===== src/rtl/bin_a_bcd.sv =====
// bin_a_bcd: sequential binary-to-BCD converter (shift-and-add-3).
// One iteration per input bit. INIT/DONE handshake; BCD output is held
// in a register and changes only when a conversion completes.
module bin_a_bcd #(
  parameter int WIDTH  = 16,
  parameter int DIGITS = 5
) (
  input  logic                  CLK,
  input  logic                  RST,
  input  logic                  INIT,
  input  logic [WIDTH-1:0]      BIN,
  output logic [4*DIGITS-1:0]   BCD,
  output logic                  BUSY,
  output logic                  DONE
);

  localparam int CW = $clog2(WIDTH + 1);

  typedef enum logic [1:0] {
    S_IDLE  = 2'd0,
    S_LOAD  = 2'd1,
    S_SHIFT = 2'd2,
    S_END   = 2'd3
  } state_t;

  state_t              state;
  logic [WIDTH-1:0]    bin_r;
  logic [4*DIGITS-1:0] scr;
  logic [4*DIGITS-1:0] scr_adj;
  logic [4*DIGITS-1:0] scr_next;
  logic [4*DIGITS-1:0] bcd_r;
  logic [CW-1:0]       cnt;
  logic                busy_r;
  logic                done_r;

  // Per-digit add-3 on digits >= 5, then the left shift pulling in BIN_R's MSB
  always_comb begin
    scr_adj = scr;
    for (int unsigned k = 0; k < DIGITS; k++) begin
      if (scr[4*k +: 4] >= 4'd5) begin
        scr_adj[4*k +: 4] = scr[4*k +: 4] + 4'd3;
      end
    end
    scr_next = {scr_adj[4*DIGITS-2:0], bin_r[WIDTH-1]};
  end

  // Control FSM and datapath; BUSY/DONE are registered alongside the state
  // so they always equal the decode of the state being entered.
  always_ff @(posedge CLK) begin
    if (RST) begin
      state  <= S_IDLE;
      bin_r  <= '0;
      scr    <= '0;
      cnt    <= '0;
      bcd_r  <= '0;
      busy_r <= 1'b0;
      done_r <= 1'b0;
    end else begin
      case (state)
        S_IDLE: begin
          if (INIT) begin
            state  <= S_LOAD;
            busy_r <= 1'b1;
          end
        end
        S_LOAD: begin
          bin_r <= BIN;
          scr   <= '0;
          cnt   <= CW'(WIDTH);
          state <= S_SHIFT;
        end
        S_SHIFT: begin
          scr   <= scr_next;
          bin_r <= {bin_r[WIDTH-2:0], 1'b0};
          cnt   <= cnt - 1'b1;
          if (cnt == CW'(1)) begin
            bcd_r  <= scr_next;
            state  <= S_END;
            busy_r <= 1'b0;
            done_r <= 1'b1;
          end
        end
        S_END: begin
          if (!INIT) begin
            state  <= S_IDLE;
            done_r <= 1'b0;
          end
        end
        default: begin
          state  <= S_IDLE;
          busy_r <= 1'b0;
          done_r <= 1'b0;
        end
      endcase
    end
  end

  assign BCD  = bcd_r;
  assign BUSY = busy_r;
  assign DONE = done_r;

endmodule


===== config.mk =====
export PLATFORM = sky130hd
export DESIGN_NAME = bin_a_bcd
export DESIGN_NICKNAME = d
export VERILOG_FILES = /design/src/rtl/bin_a_bcd.sv
export SDC_FILE = /design/constraint.sdc
export NUM_CORES = 1
export LEC_CHECK = 0
export CAP_MARGIN = 5
export CORE_MARGIN = 2
export CORE_UTILIZATION = 25
export CTS_BUF_LIST = sky130_fd_sc_hd__clkbuf_16
export DETAILED_ROUTE_END_ITERATION = 10
export GPL_TIMING_DRIVEN = 0
export PLACE_DENSITY = 0.48
export SLEW_MARGIN = 20
export SYNTH_ARGS = -nofsm -noshare
export SYNTH_HDL_FRONTEND = slang
export SYNTH_SLANG_ARGS = --single-unit

===== constraint.sdc =====
create_clock -name CLK -period 2.5 [get_ports CLK]
set_input_delay 0.5 -clock CLK [delete_from_list [all_inputs] [get_ports CLK]]
set_output_delay 0.5 -clock CLK [all_outputs]
set_load 0.02 [all_outputs]

==> impl_metrics.ini <==
[power_and_ir_drop]
vdd_drop_max_mv = 0.3832
leakagePower_nw = 1.343
power_mw = 3.741
p_per_area_nw_per_um2 = 943.0

[clock_network]
hold_buffers = 0
post_cts_buffers = 0
cts_made_buffers = 9
clk_path_buf_depth = 2
tritoncts = built
clk_pin_slew_worst_paths_ps = 50
h-tree-depth = 3
ctsResizeCount = 0
cts.sinks = 65
clk_root_buffer_cell = clkbuf_16
insertion_delay_ps = 330

[critical_path]
start_kind = input port
crit_chain = clkdlybuf4s50_1, clkbuf_1, clkbuf_1, buf_1, a211oi_1
cpPeakStageDelay_ps = 510
cp_data_required_time_ps = 2690
critical_path.max_fanout = 10
path_common_cell = clkbuf_1
crit_type = input port to register
rrSetupSlack_ps = 350
arrival_ps = 2380
cp-end-kind = register
crit_slowest_cell = buf_1

[final_layout]
antenna_cells = 0
stdcell_area_sq_um = 3968
area_growth_pct = 29.48
fin_nets = 422
layout-drive-gt1-share = 0.09439

[yosys]
syn_area_per_cell_sq_um = 9.120
synth_nets = 371
ys_seq_area_frac = 0.4247
yosys.area.top_type = dfxtp_1
synth_edf_count = 0
ys_warn_count = 0
synth_top_area_share = 0.4247
yosys_register_bits = 65
synthesis.area_sq_um = 3064
synthFlopType = dfxtp_1
synth_cell_type_count = 33
synthArstFlopShare = 0
synth_area_leaders = dfxtp_1 (42%), ha_1 (6.5%), a211oi_1 (6.1%), mux2i_1 (5.9%), nor2_1 (5.1%)
synthCells = 336

[global_route]
grt_remaining_overflow = 0
grt_pass1_vias = 2491
grt_max_degree = 13
grt_pass1_wl_microns = 12600
grt.total_usage = 0.1258
antenna_found_initial = 0

[drt]
ant_nets = 0
drtIter0Drc = 96
viasPerCell = 4.737
drt-total-wl_microns = 7796
route.vias.total = 2553
drcViolationCount = 0
wl_per_cell_microns = 14.46
first_pass_iters = 4

[sta]
rsz0062_at_grt = no
fmax_ghz = 0.4551
setup-tns-final_ps = 0
fin_worst_skew_ps = 6.288
min_period_over_period = 0.8790
finalHoldViolations = 0
setup_violations = 0
worst_pin_slew_ps = 579.6
max-slew-margin-rel = 0.6136
fin_crit_ps = 2198
drv_slew = 0

[die]
initial_utilization = 0.2551
coreArea_sq_um = 12010
ios = 41
die_y_microns = 114.7
std_cell_rows = 40
dieWidth_microns = 114.7
fp.dieArea_sq_um = 13160

[flow_run]
maxCapViolCount = 0

[min_path]
hp-class = register to register

[place]
placed_cell_area_sq_um = 3649
place.gp.congestion = 0.7769
port-buffer-count = 40
dp_hpwl_microns = 5407

[status]
outcome = finished, final reports clean
critical path: cells and delay by family:
kind,cells,cell delay [ps]
buffers and inverters,4,1780
AOI/OAI and AO/OA,1,110
state kept, by name, summed over array words and instances (netlist names):
register / flops
DONE: 1
bin_r: 16
scr: 20
state: 2
cnt: 5
BUSY: 1
BCD: 20
Yosys cell counts (4+ instances only):
cell	instances
dfxtp_1	65
nor2_1	42
a211oi_1	25
a21oi_1	23
mux2i_1	18
nand2_1	18
o21ai_0	18
ha_1	16
inv_1	16
nand2b_1	14
nor3b_1	13
clkbuf_1	11
o22ai_2	8
o31ai_1	6
a32oi_1	5
buf_2	5
xnor2_1	5
mux2_2	4
nand3_1	4
report_power, final:
group / leakage (nW) / internal, mW / switching [mW]
clock: 0.153 / 0.872 / 0.483
sequential: 0.528 / 1.21 / 0.100
combinational: 0.661 / 0.407 / 0.668
final cells by class:
cell class / count / area, sq um
fill: 1277 / 8044
multi-input combinational: 234 / 1607
sequential: 65 / 1301
timing repair buffer: 40 / 400.4
clock buffer: 9 / 225.2
tap: 147 / 183.9
buffer: 21 / 96.34
clock inverter: 7 / 93.84
inverter: 16 / 60.06
cells in the final DEF, fill, tap and decap left out, drive strengths merged, types with 4 or more instances in the layout:
master,n
dfxtp,65
nor2,43
clkdlybuf4s50,40
a211oi,25
a21oi,23
clkbuf,20
nand2,18
mux2i,18
o21ai,18
inv,17
ha,16
nand2b,14
nor3b,13
buf,10
o22ai,8
o31ai,6
a32oi,5
xnor2,5
nand3,4
mux2,4
worst paths after layout:
path,depth (start not counted),from,end
worst max register to register,7,state[1]$_SDFFE_PP0P_,scr[17]$_SDFFE_PP0P_
worst max-delay path,5,RST,BCD[7]$_SDFFE_PP0P_
worst min-delay path,2,bin_r[0]$_SDFFE_PP0P_,bin_r[0]$_SDFFE_PP0P_
worst min register to register,2,bin_r[0]$_SDFFE_PP0P_,bin_r[0]$_SDFFE_PP0P_
stage by stage:
stage | std cells | hold slack, ps | util | worst slack, ps
finish | 539 | 470.9 | 0.3303 | 302.5
detailed placement | 523 | 459.9 | 0.3038 | -85.42
global placement | 523 | 442.6 | 0.3038 | -86.29
floorplan | 336 | 425.0 | - | 766.1
global route | 539 | 496.3 | 0.3303 | 128.3
CTS | 539 | 468.2 | 0.3303 | 263.5
kinds of logic (layout without fill, tap and decap cells):
kind of cell | after synthesis | count (layout) | share of synthesized area
flip-flops | 65 | 65 | 0.4247
adder cells (fa/ha/maj) | 16 | 16 | 0.06533
multiplexers | 22 | 22 | 0.07350
buffers and inverters | 37 | 93 | 0.05104
AND/OR/NAND/NOR | 99 | 99 | 0.1568
XOR/XNOR | 5 | 5 | 0.01429
AO/OA/AOI/OAI | 92 | 92 | 0.2144
per-layer routing:
metal,track usage,vias to the layer above,share of wire,wire length [microns]
li1,-,1299,-,-
met1,0.1572,1197,0.48,3731
met2,0.2067,55,0.47,3680
met3,0.03653,2,0.046,358
met4,0.04578,0,0.0032,25
met5,0,-,0,0
Note: power is estimated with default switching activity, not from simulation.
